==> src/rtl/packet_assembler_if.sv <==
// Data-island packet bus between the packet source/sink and packet_assembler.
interface packet_assembler_if;
  logic         data_island_period;
  logic [23:0]  header;
  logic [223:0] sub;
  logic [8:0]   packet_data;
  logic [4:0]   counter;
  logic         packet_taken;

  modport master (
    output data_island_period, header, sub,
    input  packet_data, counter, packet_taken
  );

  modport slave (
    input  data_island_period, header, sub,
    output packet_data, counter, packet_taken
  );
endinterface

==> src/rtl/packet_assembler.sv <==
// Serialises one HDMI data-island packet into per-pixel TERC4 lane bits,
// appending BCH parity computed on the fly.
module packet_assembler (
  input logic clk_pixel,
  input logic reset,
  packet_assembler_if.slave bus
);

  function automatic logic [7:0] ecc_step(
    input logic [7:0] e,
    input logic       b
  );
    return (e >> 1) ^ ((e[0] ^ b) ? 8'h83 : 8'h00);
  endfunction

  logic [4:0]   k_q, k_d;
  logic [23:0]  hdr_q;
  logic [223:0] sub_q;
  logic [7:0]   ecc_h_q, ecc_h_d;
  logic [8:0]   pd_q;
  logic [4:0]   cnt_q;
  logic         tkn_q;

  logic         dip, first, cap;
  logic [23:0]  hsrc;
  logic [3:0][55:0] ssrc;
  logic         hbit;
  logic [3:0]   ch1, ch2;

  assign dip   = bus.data_island_period;
  assign first = (k_q == 5'd0);
  assign cap   = dip && first;

  // Capture cycle reads the live inputs so bit 0 matches the shadow.
  assign hsrc = first ? bus.header : hdr_q;
  assign ssrc = first ? bus.sub    : sub_q;

  always_comb begin
    k_d     = dip ? k_q + 5'd1 : 5'd0;
    ecc_h_d = ecc_h_q;
    hbit    = 1'b0;
    if (k_q < 5'd24) begin
      hbit    = hsrc[k_q];
      ecc_h_d = ecc_step(first ? 8'h00 : ecc_h_q, hbit);
    end else begin
      hbit    = ecc_h_q[k_q[2:0]];
    end
  end

  for (genvar g = 0; g < 4; g++) begin : g_sub
    logic [7:0] ecc_q, ecc_d;
    logic       b0, b1;

    always_comb begin
      ecc_d = ecc_q;
      b0    = 1'b0;
      b1    = 1'b0;
      if (k_q < 5'd28) begin
        b0    = ssrc[g][{k_q, 1'b0}];
        b1    = ssrc[g][{k_q, 1'b1}];
        ecc_d = ecc_step(ecc_step(first ? 8'h00 : ecc_q, b0), b1);
      end else begin
        b0    = ecc_q[{k_q[1:0], 1'b0}];
        b1    = ecc_q[{k_q[1:0], 1'b1}];
      end
    end

    assign ch1[g] = b0;
    assign ch2[g] = b1;

    always_ff @(posedge clk_pixel) begin
      if (reset) begin
        ecc_q <= 8'h00;
      end else if (dip) begin
        ecc_q <= ecc_d;
      end
    end
  end

  always_ff @(posedge clk_pixel) begin
    if (reset) begin
      k_q     <= 5'd0;
      hdr_q   <= 24'd0;
      sub_q   <= 224'd0;
      ecc_h_q <= 8'h00;
      pd_q    <= 9'd0;
      cnt_q   <= 5'd0;
      tkn_q   <= 1'b0;
    end else begin
      k_q   <= k_d;
      if (dip) ecc_h_q <= ecc_h_d;
      if (cap) begin
        hdr_q <= bus.header;
        sub_q <= bus.sub;
      end
      pd_q  <= dip ? {ch2, ch1, hbit} : 9'd0;
      cnt_q <= dip ? k_q : 5'd0;
      tkn_q <= cap;
    end
  end

  assign bus.packet_data  = pd_q;
  assign bus.counter      = cnt_q;
  assign bus.packet_taken = tkn_q;

endmodule

==> src/flat_wrapper.sv <==
// flat-port wrapper written by rule: the top's interface ports become plain ports
module packet_assembler_flat 
  (clk_pixel, reset, bus_data_island_period, bus_header, bus_sub, bus_packet_data, bus_counter, bus_packet_taken);
  packet_assembler_if bus_i ();
  input logic clk_pixel;
  input logic reset;
  input wire logic [$bits(bus_i.data_island_period)-1:0] bus_data_island_period;
  input wire logic [$bits(bus_i.header)-1:0] bus_header;
  input wire logic [$bits(bus_i.sub)-1:0] bus_sub;
  output wire logic [$bits(bus_i.packet_data)-1:0] bus_packet_data;
  output wire logic [$bits(bus_i.counter)-1:0] bus_counter;
  output wire logic [$bits(bus_i.packet_taken)-1:0] bus_packet_taken;
  assign bus_i.data_island_period = bus_data_island_period;
  assign bus_i.header = bus_header;
  assign bus_i.sub = bus_sub;
  assign bus_packet_data = bus_i.packet_data;
  assign bus_counter = bus_i.counter;
  assign bus_packet_taken = bus_i.packet_taken;
  packet_assembler u_core (.clk_pixel(clk_pixel), .reset(reset), .bus(bus_i));
endmodule
==> config.mk <==
export PLATFORM = sky130hd
export DESIGN_NAME = packet_assembler_flat
export DESIGN_NICKNAME = d
export VERILOG_FILES = /design/src/rtl/packet_assembler_if.sv /design/src/rtl/packet_assembler.sv /design/src/flat_wrapper.sv
export SDC_FILE = /design/constraint.sdc
export NUM_CORES = 1
export LEC_CHECK = 0
export CAP_MARGIN = 25
export CORE_UTILIZATION = 48
export DETAILED_ROUTE_END_ITERATION = 10
export PLACE_DENSITY = 0.77
export SLEW_MARGIN = 10
export SYNTH_ARGS = -nofsm -noshare
export SYNTH_HDL_FRONTEND = slang
export SYNTH_SLANG_ARGS = --single-unit
==> constraint.sdc <==
create_clock -name clk_pixel -period 3.4 [get_ports clk_pixel]
set_input_delay 0.68 -clock clk_pixel [delete_from_list [all_inputs] [get_ports clk_pixel]]
set_output_delay 0.68 -clock clk_pixel [all_outputs]
set_load 0.05 [all_outputs]
# ---- Word level (Yosys, flattened, before mapping)
# Cells that the tools add are included.
dict set report classes {
  bitwise 19
  add_sub_neg 1
  reduce_logical 5
  muxes 61
  n_lt_le_gt_ge 8
}
# operator n
set op_table {}
lappend op_table {{2-to-1 mux 224 bit} 1}
lappend op_table {{2-to-1 mux 8 bit} 14}
lappend op_table {{XOR 7 x 8 -> 8 bit} 9}
lappend op_table {{binary-select mux 1 bit (select 5 bit)} 9}
lappend op_table {{2-to-1 mux 1 bit} 27}
lappend op_table {{2-to-1 mux 24 bit} 1}
lappend op_table {{binary-select mux 1 bit (select 2 bit)} 8}
lappend op_table {{< comparator 6 x 7 -> 1 bit (second input constant)} 2}
lappend op_table {{< comparator 3 x 4 -> 1 bit (second input constant)} 3}
lappend op_table {{< comparator 5 bit (second input constant)} 2}
lappend op_table {{XOR 1 bit} 9}
lappend op_table {{< comparator 5 x 6 -> 1 bit (second input constant)} 1}
lappend op_table {{adder 5 x 1 -> 5 bit (second input constant)} 1}
lappend op_table {{logical NOT 5 bit} 1}
lappend op_table {{AND reduction 2 bit} 2}
lappend op_table {{binary-select mux 1 bit (select 3 bit)} 1}
lappend op_table {{OR reduction 2 bit} 1}
lappend op_table {{logical AND 1 bit} 1}
lappend op_table {{inverter 1 bit} 1}
dict set report word_totals {
  regBits 308
  inputBits 251
  out_inout_bits 15
}

# ---- Longest topological paths before layout
# Gate-level depths: netlist (run 1).
dict set report logic_depth {
  word_depth 10
  depth_mapped 18
  depth_no_buf 11
}

# ---- Worst setup path after synthesis (run 1)
# OpenSTA, ideal clock, no wires.
dict set report synth_timing {
  path_kind {reg2reg}
  start {register u_core.k_q[0]}
  end {register u_core.g_sub[1].ecc_q[1]}
  path_slack_ns -0.198
  stages_incl_launch_ff 14
  arrival_ns 3.481
  t_required_ns 3.283
  setup_time_ns 0.117
  n_path_buf 4
  path_cell_list {dfxtp_1 clkbuf_1 inv_1 clkbuf_1 ha_1 nor4b_2 buf_6 buf_12 mux4_1 a2111oi_1 nor4_4 xnor2_2 xnor2_1 a22o_1}
}
dict set report synth_via {
  elab_chain_cells 10
}
# item line_no
set synth_rtl {}
lappend synth_rtl {{from (decl)} packet_assembler.sv:16} ;# logic [4:0] k_q, k_d;
lappend synth_rtl {{from (signal assigned)} packet_assembler.sv:90} ;# k_q <= k_d;
lappend synth_rtl {{logical NOT 5 bit} packet_assembler.sv:31} ;# assign first = (k_q == 5'd0);
lappend synth_rtl {{2-to-1 mux 224 bit} packet_assembler.sv:36} ;# assign ssrc = first ? bus.sub : sub_q;
lappend synth_rtl {{binary-select mux 1 bit (select 5 bit)} packet_assembler.sv:59} ;# b0 = ssrc[g][{k_q, 1'b0}];
lappend synth_rtl {{2-to-1 mux 1 bit (not written as such)} packet_assembler.sv:59}
lappend synth_rtl {{XOR 1 bit} packet_assembler.sv:13} ;# return (e >> 1) ^ ((e[0] ^ b) ? 8'h83 : 8'h00);
lappend synth_rtl {{2-to-1 mux 8 bit} packet_assembler.sv:13}
lappend synth_rtl {{XOR 7 x 8 -> 8 bit} packet_assembler.sv:13}
lappend synth_rtl {{XOR 1 bit} packet_assembler.sv:13}
lappend synth_rtl {{2-to-1 mux 8 bit} packet_assembler.sv:13}
lappend synth_rtl {{XOR 7 x 8 -> 8 bit} packet_assembler.sv:13}
lappend synth_rtl {{to (signal assigned)} packet_assembler.sv:73} ;# ecc_q <= 8'h00;
lappend synth_rtl {{to (signal assigned)} packet_assembler.sv:75} ;# ecc_q <= ecc_d;
lappend synth_rtl {{to (decl)} packet_assembler.sv:51} ;# logic [7:0] ecc_q, ecc_d;
# Parallel ways exist; a longest one is shown, timed or not. The select of a mux whose other input is x is not followed.
# A chain may end at the register's enable or synchronous reset.

# ---- Worst setup path in the final report (run 1)
dict set report layout_timing {
  start {register u_core.k_q[0]}
  end {register u_core.g_sub[0].ecc_q[1]}
}
dict set report layout_via {
  elab_chain_cells 10
}
# item line_no
set layout_rtl {}
lappend layout_rtl {{logical NOT 5 bit} packet_assembler.sv:31}
lappend layout_rtl {{2-to-1 mux 224 bit} packet_assembler.sv:36}
lappend layout_rtl {{binary-select mux 1 bit (select 5 bit)} packet_assembler.sv:59}
lappend layout_rtl {{2-to-1 mux 1 bit (not written as such)} packet_assembler.sv:59}
lappend layout_rtl {{XOR 1 bit} packet_assembler.sv:13}
lappend layout_rtl {{2-to-1 mux 8 bit} packet_assembler.sv:13}
lappend layout_rtl {{XOR 7 x 8 -> 8 bit} packet_assembler.sv:13}
lappend layout_rtl {{XOR 1 bit} packet_assembler.sv:13}
lappend layout_rtl {{2-to-1 mux 8 bit} packet_assembler.sv:13}
lappend layout_rtl {{XOR 7 x 8 -> 8 bit} packet_assembler.sv:13}
lappend layout_rtl {{to (signal assigned)} packet_assembler.sv:73}
lappend layout_rtl {{to (signal assigned)} packet_assembler.sv:75}
lappend layout_rtl {{to (decl)} packet_assembler.sv:51}
# Parallel ways exist; a longest one is shown, timed or not. The select of a mux whose other input is x is not followed.

==> flow_metrics.py, run 1 <==
metrics = {
    "grt": {
        "track_usage_pct": 31.0,
        "grt_pass1_vias": 13900,
        "antenna_found_initial": 1,
        "grt_max_degree": 135,
        "grt_pass1_wl_um": 75900,
        "grt_overflow_total": 0,
    },
    "synth": {
        "yosys_warnings": 0,
        "synth_top_family_by_area": "simple AND/OR/NAND/NOR gates",
        "synth_ff_type": "dfxtp_1",
        "syn_inst": 1842,
        "async_reset_ff_share_pct": 0,
        "avgSynthCellArea_um2": 8.02,
        "synth_area_mm2": 0.0148,
        "muxShareOfSynthArea_pct": 10.8,
        "synthAdderAreaFrac_pct": 0.169,
        "ys_types": 73,
        "ys_seq_area_share_pct": 41.8,
        "synthesis.nets": 2095,
        "synth-simple-area-share_pct": 21.8,
        "synth_compound_area_share_pct": 17.9,
        "synthXorXnorAreaFrac_pct": 2.15,
        "synth-seq-cells": 308,
        "synth_edf_count": 0,
    },
    "final_layout": {
        "fillers": 2523,
        "final_nets": 2308,
        "final_cell_mix": "627 x nand2_1, 305 x dfxtp_1, 275 x a21oi_1",
        "design_area_mm2": 0.0191,
        "layout_commonest_cell": "nand2_1",
        "area_growth_pct": 29.2,
        "layoutNonFillerInstCount": 2469,
        "post_route_cells_drive_above_1_share_pct": 9.87,
    },
    "setup_path": {
        "crit_path_end_kind": "register",
        "worstReg2RegEnd": "u_core.g_sub[0].ecc_q[1]$_SDFFE_PP0P_",
        "regToRegStartpoint": "u_core.k_q[0]$_SDFF_PP0_",
        "crit_fanout": 7,
        "cp.arrival_ns": 3.73,
        "r2r_cells": 13,
        "start_kind": "register",
        "required_ns": 3.82,
        "rrSetupSlack_ns": 0.09,
        "crit_type": "register to register",
    },
    "routing": {
        "drc": 0,
        "drtAntennaViolNets": 0,
        "routed_wl_um": 49800,
        "dr.pass1.iters": 6,
        "avgViaCountPerCell": 5.96,
        "drt_iter0_markers": 1762,
        "vias": 14700,
        "wl_per_cell_um": 20.2,
    },
    "clock_network": {
        "cts-root-buf": "clkbuf_16",
        "numCtsBuffers": 35,
        "ctsHoldBuffers": 0,
        "numClockSinks": 308,
        "clkTransAtPathRegs_ns": 0.06,
        "clockBufferDepth": 3,
        "clock_latency_ns": 0.53,
        "htreeDepth": 2,
        "cts_tree": "built",
    },
    "hold_path": {
        "min_to": "u_core.hdr_q[6]$_SDFFE_PP0P_",
        "hold_path.class": "register to register",
        "hold_path_depth": 2,
        "min-delay-start": "u_core.hdr_q[6]$_SDFFE_PP0P_",
    },
    "power_and_ir_drop": {
        "leakagePower_uw": 0.00715,
        "internal_power_uw": 6970,
        "p_per_area_mw_per_mm2": 498,
        "swShare_pct": 26.7,
        "seqPwrFrac_pct": 41.7,
        "peakVddDrop_mv": 0.299,
        "power_frac_clock_pct": 40.9,
        "pwr-share-comb_pct": 17.4,
        "power_switching_uw": 2540,
    },
    "floorplan": {
        "core_mm2": 0.0300,
        "rows": 63,
        "die_w_um": 177,
        "dieArea_mm2": 0.0315,
        "die_h_um": 177,
        "ioPinCount": 266,
        "initial_core_util_pct": 49.3,
    },
    "timing": {
        "slew_viol_final": 0,
        "fin_crit_ns": 3.31,
        "clock_skew_ns": 0.0162,
        "hold_viol_final": 0,
        "fmax_ghz": 0.302,
        "period_share_pct": 97.4,
        "max_slew.worst_pin.slew_ns": 0.794,
        "finalSetupViolCount": 0,
        "slew_headroom_pct": 47.1,
    },
    "placement": {
        "numPortBuffers": 265,
        "dp_cells": 2405,
        "postPlaceCellArea_mm2": 0.0178,
        "place.gp.congestion": 0.872,
        "post-dp-hpwl_um": 33300,
    },
    "flow_run": {
        "cap_viol_max_count": 0,
    },
    "status": {
        "outcome": "finished clean",
    },
}
-- logic make-up (layout without fill, tap and decap cells) --
group | Yosys count | after routing
compound gates | 433 | 433
xor+xnor | 33 | 33
fa+ha+maj | 2 | 2
buf+inv | 160 | 395
flops | 308 | 308
mux | 108 | 108
other cells | 0 | 1
simple gates | 798 | 799
-- synthesized netlist by cell type, types with 3 or more instances --
cell type | instances | area share [%]
nand2_1 | 628 | 16
dfxtp_1 | 308 | 42
a21oi_1 | 275 | 9.3
clkbuf_1 | 96 | 2.4
nor2_1 | 69 | 1.8
nand3_1 | 50 | 1.7
mux2i_1 | 47 | 3.2
mux4_2 | 38 | 5.8
a22o_1 | 37 | 2.2
buf_2 | 33 | 1.1
xnor2_1 | 22 | 1.3
a31oi_1 | 21 | 0.89
mux2_2 | 14 | 1.1
buf_6 | 10 | 0.76
nor3_1 | 10 | 0.34
o21ai_0 | 10 | 0.34
a211oi_1 | 9 | 0.46
a32oi_1 | 9 | 0.53
o211ai_1 | 9 | 0.46
o22ai_1 | 9 | 0.38
mux2_1 | 8 | 0.61
o221ai_1 | 8 | 0.47
xor2_1 | 8 | 0.47
a22oi_1 | 7 | 0.36
buf_1 | 7 | 0.18
nor2b_1 | 6 | 0.25
nor4_1 | 6 | 0.25
o21ai_1 | 6 | 0.20
nand2b_1 | 5 | 0.21
nand4_1 | 5 | 0.21
a2111oi_0 | 4 | 0.24
a221oi_1 | 4 | 0.24
buf_8 | 4 | 0.41
inv_1 | 4 | 0.10
and2_1 | 3 | 0.13
and3_1 | 3 | 0.13
clkinv_1 | 3 | 0.076
or3_1 | 3 | 0.13
-- timing repair --
action | CTS | global route
buffers inserted | 0 | 2
setup endpoints to repair | 1 | 11
pin swaps | 0 | 4
gates cloned | 0 | 1
resized for setup | 1 | 9
-- worst max-delay path by stage --
stage / from / endpoint / slack, ns
2_1_floorplan: u_core.k_q[0]$_SDFF_PP0_ / u_core.g_sub[0].ecc_q[1]$_SDFFE_PP0P_ / 0.003
3_3_place_gp: bus_sub[115] / u_core.g_sub[2].ecc_q[1]$_SDFFE_PP0P_ / 0.008
3_5_place_dp: u_core.k_q[0]$_SDFF_PP0_ / u_core.g_sub[2].ecc_q[1]$_SDFFE_PP0P_ / 0.02
4_1_cts: u_core.k_q[0]$_SDFF_PP0_ / u_core.g_sub[0].ecc_q[1]$_SDFFE_PP0P_ / 0.01
5_1_grt: u_core.k_q[0]$_SDFF_PP0_ / u_core.g_sub[0].ecc_q[1]$_SDFFE_PP0P_ / -0.04
6_report: u_core.k_q[0]$_SDFF_PP0_ / u_core.g_sub[0].ecc_q[1]$_SDFFE_PP0P_ / 0.09
-- through the flow --
step / hold WS (ns) / setup TNS [ns] / utilization, % / worst slack (ns) / total power [uW]
after global routing: 0.467 / -0.106 / 63.7 / -0.0360 / 9830
after CTS: 0.452 / 0 / 63.4 / 0.0143 / 9480
final: 0.451 / 0 / 63.7 / 0.0880 / 9510
after floorplan: 0.432 / 0 / - / 0.00294 / 4980
after global placement: 0.438 / 0 / 59.4 / 0.00757 / 5600
after detailed placement: 0.444 / 0 / 59.4 / 0.0238 / 5640
-- worst max-delay path, stage by stage (launching register included) --
cell and delay [ns]:
dfxtp_2 0.33, inv_1 0.12, ha_4 0.19, nor4b_4 0.30, buf_12 0.19, buf_4 0.15
mux2_2 0.33, mux4_2 0.46, o22ai_1 0.22, o22ai_2 0.17, xnor2_1 0.31, xnor2_2 0.17
xnor2_1 0.08, a22o_1 0.19
-- per-layer routing --
metal  vias to the layer above  track usage (%)  wire (um)
met2                       900             49.3      22500
met3                       151             5.33       5440
li1                       6762                -          -
met1                      6909             41.2      19900
met4                         0             13.4       1920
met5                         -                0          0
-- final cells by class --
cell class / count / area [um2] / area share [%]
well taps: 390 / 488 / 2.56
inverters: 7 / 26.3 / 0.138
multi-input cells: 1375 / 7900 / 41.4
clock inverters: 10 / 153 / 0.800
repair buffers: 328 / 3310 / 17.3
clock buffers: 50 / 1030 / 5.42
diodes: 1 / 2.50 / 0.0131
flip-flops and latches: 308 / 6170 / 32.3
-- state kept, by name, indices dropped and copies added (netlist names) --
name	count
u_core.sub_q	224
u_core.g_sub.ecc_q	32
u_core.hdr_q	24
u_core.bus.packet_data	9
u_core.ecc_h_q	8
u_core.bus.counter	5
u_core.k_q	5
u_core.bus.packet_taken	1
-- power groups by stage --
stage | clock [uW] | sequential [uW] | combinational (uW)
finish | 3890 | 3970 | 1660
CTS | 3900 | 3960 | 1610
global placement | 0 | 4030 | 1580
floorplan | 0 | 4030 | 951
detailed placement | 0 | 4040 | 1600
global route | 4070 | 3990 | 1770
(Power assumes the default switching activity.)
==> inputs of run 2 (changes only) <==
--- a/config.mk
+++ b/config.mk
@@ -6,9 +6,11 @@
 export NUM_CORES = 1
 export LEC_CHECK = 0
 export CAP_MARGIN = 25
-export CORE_UTILIZATION = 48
+export CORE_UTILIZATION = 57
+export CTS_CLUSTER_SIZE = 8
 export DETAILED_ROUTE_END_ITERATION = 10
-export PLACE_DENSITY = 0.77
+export DONT_BUFFER_PORTS = 1
+export PLACE_DENSITY = 0.75
 export SLEW_MARGIN = 10
 export SYNTH_ARGS = -nofsm -noshare
 export SYNTH_HDL_FRONTEND = slang
==> run 2 against run 1 <==
  * Maximum frequency increased by 0.61%
  * Combinational power decreased by 26%
  * Critical path depth unchanged
  * Core utilization increased by 1.0 points
  * Hold slack got worse by 0.21 ns
  * Die area decreased by 16%
  * Clock power decreased by 1%
  * Flip-flop and latch count unchanged
  * Critical endpoint unchanged
  * Largest cell class unchanged
  * Largest power group unchanged
==> flow_metrics.py, run 2 (synthesized netlist as in run 1, its figures left out) <==
metrics = {
    "status": {
        "outcome": "finished clean",
    },
    "routing": {
        "drt_iter0_markers": 1602,
        "vias": 13600,
        "wl_per_cell_um": 22.0,
        "drc": 0,
        "drtAntennaViolNets": 0,
        "routed_wl_um": 47100,
        "dr.pass1.iters": 6,
        "avgViaCountPerCell": 6.35,
    },
    "clock_network": {
        "postCtsSetupRepairBufs": 0,
        "post_cts_resized": 0,
        "numClockSinks": 308,
        "htreeDepth": 2,
        "clockBufferDepth": 3,
        "ctsHoldBuffers": 0,
        "clkTransAtPathRegs_ns": 0.05,
        "clock_latency_ns": 0.54,
        "cts_tree": "built",
        "cts-root-buf": "clkbuf_16",
        "numCtsBuffers": 44,
    },
    "timing": {
        "period_share_pct": 96.8,
        "fmax_ghz": 0.304,
        "whs_ns": 0.238,
        "finalSetupViolCount": 0,
        "slew_viol_final": 0,
        "max_slew.worst_pin.slew_ns": 0.903,
        "hold_viol_final": 0,
        "clock_skew_ns": 0.0152,
        "tns_ns": 0,
        "fin_crit_ns": 3.29,
        "slew_headroom_pct": 39.8,
    },
    "placement": {
        "place.gp.congestion": 0.893,
        "post-dp-hpwl_um": 30800,
        "numPortBuffers": 0,
        "postPlaceCellArea_mm2": 0.0151,
    },
    "floorplan": {
        "die_w_um": 163,
        "ioPinCount": 266,
        "rows": 58,
        "dieArea_mm2": 0.0266,
        "core_mm2": 0.0253,
        "die_h_um": 163,
        "initial_core_util_pct": 58.3,
    },
    "final_layout": {
        "largest_register_ffs": 224,
        "largestRegisters": "u_core.sub_q (224), u_core.g_sub.ecc_q (32), u_core.hdr_q (24)",
        "area_growth_pct": 11.1,
        "regMostFlops": "u_core.sub_q",
        "final_nets": 2058,
        "fin_util_pct": 64.7,
        "n_antenna_cell": 0,
        "seqCellArea_mm2": 0.00617,
        "final_cell_mix": "627 x nand2_1, 305 x dfxtp_1, 275 x a21oi_1",
        "post_route_cells_drive_above_1_share_pct": 11.2,
        "fillers": 2105,
        "layout_commonest_cell": "nand2_1",
        "multi_input_area_mm2": 0.00790,
        "design_area_mm2": 0.0164,
    },
    "setup_path": {
        "crit_path_end_kind": "register",
        "required_ns": 3.83,
        "crit_fanout": 26,
        "cp.arrival_ns": 3.72,
        "start_kind": "register",
        "crit_type": "register to register",
    },
    "power_and_ir_drop": {
        "peakVddDrop_mv": 0.557,
        "power.total_uw": 9080,
        "leakagePower_uw": 0.00615,
        "p_per_area_mw_per_mm2": 554,
    },
    "grt": {
        "grt_max_degree": 257,
        "track_usage_pct": 34.7,
        "antenna_found_initial": 2,
        "grt_pass1_vias": 12900,
        "grt_pass1_wl_um": 71300,
        "grt_overflow_total": 0,
    },
    "flow_run": {
        "cap_viol_max_count": 0,
    },
    "hold_path": {
        "hold_path.class": "primary input to register",
    },
}
==> run 2: layout make-up <==
type                    count  share of cell area, %
clock buffers              47                   6.91
clock inverters             3                  0.137
well taps                 330                   2.52
inverters                   7                  0.160
repair buffers             70                   4.49
multi-input cells        1374                   48.1
flip-flops and latches    308                   37.6
==> run 2: worst max-delay path: stages (launching register included) <==
cell     delay, ns
dfxtp_2       0.33
inv_1         0.07
ha_2          0.20
nor4b_4       0.32
buf_12        0.19
buf_16        0.19
mux2_2        0.35
mux4_2        0.48
o22ai_2       0.21
o22ai_2       0.14
xnor2_1       0.15
xnor2_1       0.23
xnor2_1       0.09
a22o_1        0.19
==> run 2: metal layers <==
| layer | part of all wire [%] | global-route usage [%] | vias to the layer above |
|---|---|---|---|
| met5 | 0.057 | 0 | - |
| met1 | 39 | 44.1 | 6431 |
| met3 | 12 | 10.8 | 153 |
| li1 | - | - | 6248 |
| met2 | 45 | 53.9 | 736 |
| met4 | 4.4 | 15.5 | 4 |
==> run 2: through the flow <==
stage               setup slack [ns]  cells
finish                         0.108   2139
global route                 -0.0335   2139
CTS                            0.106   2138
detailed placement             0.138   2088
global placement               0.190   2088
floorplan                    0.00294   1842
==> run 2: power breakdown <==
part	switching, uW	internal [uW]	total [uW]
Sequential	162	3840	4000
Clock	1530	2320	3850
Combinational	698	533	1230
Total	2390	6700	9080
==> run 2: final timing paths <==
kind                                                    start                               endpoint  slack [ns]  cells after the start
worst max-delay path                 u_core.k_q[0]$_SDFF_PP0_  u_core.g_sub[0].ecc_q[1]$_SDFFE_PP0P_        0.11                     13
worst min-delay path                                    reset         u_core.sub_q[211]$_SDFFE_PP0P_        0.24                      1
worst max register to register       u_core.k_q[0]$_SDFF_PP0_  u_core.g_sub[0].ecc_q[1]$_SDFFE_PP0P_        0.11                     13
worst min register to register  u_core.sub_q[92]$_SDFFE_PP0P_          u_core.sub_q[92]$_SDFFE_PP0P_        0.45                      2
==> inputs of run 3 (changes only) <==
--- a/config.mk
+++ b/config.mk
@@ -6,6 +6,7 @@
 export NUM_CORES = 1
 export LEC_CHECK = 0
 export CAP_MARGIN = 25
+export CORE_MARGIN = 2
 export CORE_UTILIZATION = 57
 export CTS_CLUSTER_SIZE = 8
 export DETAILED_ROUTE_END_ITERATION = 10
==> run 3 against run 2 <==
  * Hold slack worse by 0.019 ns
  * Largest cell class unchanged
  * Register-to-register slack better by 0.04 ns
  * First-iteration DRC count shrank 2.2%
==> flow_metrics.py, run 3 (synthesized netlist as in run 1, its figures left out) <==
metrics = {
    "status": {
        "outcome": "finished clean",
    },
    "timing": {
        "finalSetupViolCount": 0,
        "slew_viol_final": 0,
        "tns_ns": 0,
        "hold_viol_final": 0,
        "fmax_ghz": 0.308,
        "max_slew.worst_pin.slew_ns": 0.811,
        "clock_skew_ns": 0.0190,
        "slew_headroom_pct": 45.9,
        "grt_setup_unrepaired": "no",
        "period_share_pct": 95.5,
        "fin_crit_ns": 3.25,
    },
    "clock_network": {
        "numCtsBuffers": 44,
        "htreeDepth": 2,
        "ctsHoldBuffers": 0,
        "cts_tree": "built",
        "numClockSinks": 308,
        "clock_latency_ns": 0.53,
        "cts-root-buf": "clkbuf_16",
        "clockBufferDepth": 3,
        "clkTransAtPathRegs_ns": 0.05,
    },
    "routing": {
        "dr.pass1.iters": 8,
        "vias": 13700,
        "drtAntennaViolNets": 0,
        "wl_per_cell_um": 22.3,
        "wl_met2_um": 21100,
        "routed_wl_um": 47600,
        "highest_layer": "met4",
        "drt_iter0_markers": 1566,
        "drc": 0,
        "wl_met1_um": 18000,
        "avgViaCountPerCell": 6.41,
        "route.met3.wl_um": 6390,
    },
    "grt": {
        "grt_max_degree": 257,
        "track_usage_pct": 33.5,
        "grt_pass1_vias": 12800,
        "antenna_found_initial": 0,
        "grt_pass1_wl_um": 70500,
        "grt_overflow_total": 0,
    },
    "power_and_ir_drop": {
        "peakVddDrop_mv": 0.431,
        "swShare_pct": 26.2,
        "leakagePower_uw": 0.00611,
        "power_frac_clock_pct": 42.3,
        "power_switching_uw": 2370,
        "p_per_area_mw_per_mm2": 555,
        "seqPwrFrac_pct": 44.2,
        "pwr-share-comb_pct": 13.5,
        "internal_power_uw": 6690,
    },
    "final_layout": {
        "regMostFlops": "u_core.sub_q",
        "largestRegisters": "u_core.sub_q (224), u_core.g_sub.ecc_q (32), u_core.hdr_q (24)",
        "post_route_cells_drive_above_1_share_pct": 10.9,
        "design_area_mm2": 0.0163,
        "layout_commonest_cell": "nand2_1",
        "area_growth_pct": 10.6,
        "final_nets": 2055,
        "largest_register_ffs": 224,
        "final_cell_mix": "627 x nand2_1, 305 x dfxtp_1, 275 x a21oi_1",
    },
    "setup_path": {
        "start_kind": "register",
        "required_ns": 3.81,
        "crit_type": "register to register",
        "cp_top_family": "simple AND/OR/NAND/NOR gates",
        "cp_cell_sequence": "inv_1 > ha_1 > buf_4 > or4b_2 > nand2_1 > nand3_1 > nand4_1 > a21oi_1 > o21ai_1 > xnor3_1 > xor2_1 > a22o_1",
        "slowest_stage": "or4b_2",
        "cp.arrival_ns": 3.66,
        "crit_path_end_kind": "register",
        "crit_buf_inv": 2,
        "crit_fanout": 14,
        "max_stage_delay_ns": 0.84,
    },
    "placement": {
        "place.gp.congestion": 0.915,
        "post-dp-hpwl_um": 31100,
        "postPlaceCellArea_mm2": 0.0151,
        "numPortBuffers": 0,
    },
    "floorplan": {
        "core_mm2": 0.0253,
        "ioPinCount": 266,
        "die_w_um": 165,
        "die_h_um": 165,
        "rows": 58,
        "initial_core_util_pct": 58.3,
        "dieArea_mm2": 0.0272,
    },
    "hold_path": {
        "hold_path.class": "primary input to register",
    },
    "flow_run": {
        "cap_viol_max_count": 0,
    },
}
[run 3: path summary, 6_finish.rpt]
check                                  from  slack (ns)  cells past startpoint                                    end
min                                   reset        0.22                      1         u_core.sub_q[173]$_SDFFE_PP0P_
min reg2reg  u_core.sub_q[119]$_SDFFE_PP0P_        0.45                      2         u_core.sub_q[119]$_SDFFE_PP0P_
max                u_core.k_q[0]$_SDFF_PP0_        0.15                     12  u_core.g_sub[3].ecc_q[1]$_SDFFE_PP0P_
max reg2reg        u_core.k_q[0]$_SDFF_PP0_        0.15                     12  u_core.g_sub[3].ecc_q[1]$_SDFFE_PP0P_
[run 3: area by class of cell]
cell class                 count  area (um2)
fill                        2086        9000
clock inverter                 3        22.5
timing repair buffer          66         683
sequential                   308        6170
clock buffer                  47        1130
inverter                       7        26.3
tap                          330         413
multi-input combinational   1375        7880
antenna                        1        2.50
[run 3: power groups by stage]
| stage | combinational [uW] | sequential, uW | clock [uW] |
|---|---|---|---|
| 2_1_floorplan | 951 | 4030 | 0 |
| 3_3_place_gp | 1150 | 4060 | 0 |
| 3_5_place_dp | 1180 | 4070 | 0 |
| 4_1_cts | 1190 | 4000 | 3850 |
| 5_1_grt | 1320 | 4020 | 4010 |
| 6_report | 1220 | 4010 | 3830 |
[run 3: worst reg2reg max path: cells and delay by family, from the launching register on]
kind | cells | cell delay, ns
AOI/OAI and AO/OA | 3 | 0.55
buffers and inverters | 2 | 0.23
and+or+nand+nor | 4 | 1.20
xor gates and xnor gates | 2 | 0.63
adders and majority gates | 1 | 0.18
DFF | 1 | 0.33
[run 3: repair_timing]
action                                 CTS  global route
pin swaps                                0             2
setup endpoints to repair                3             4
setup buffers                            2             0
cloned                                   0             2
gates resized for setup                  0             9
endpoints found under the hold margin    0             0
[run 3: per-layer routing]
layer | vias up | track usage [%]
met5 | - | 0
met4 | 0 | 14.5
met3 | 178 | 11.7
met2 | 808 | 52.2
met1 | 6465 | 42.2
li1 | 6239 | -
[run 3: metrics by stage]
step / hold WS [ns] / total power (uW) / setup slack (ns) / utilization, % / instances
global placement: 0.435 / 5210 / 0.0142 / 59.6 / 2082
global route: 0.221 / 9350 / 0.00608 / 64.5 / 2136
finish: 0.220 / 9060 / 0.152 / 64.5 / 2137
floorplan: 0.432 / 4980 / 0.00294 / - / 1842
CTS: 0.233 / 9040 / 0.0954 / 64.2 / 2134
detailed placement: 0.442 / 5250 / -0.0109 / 59.6 / 2082
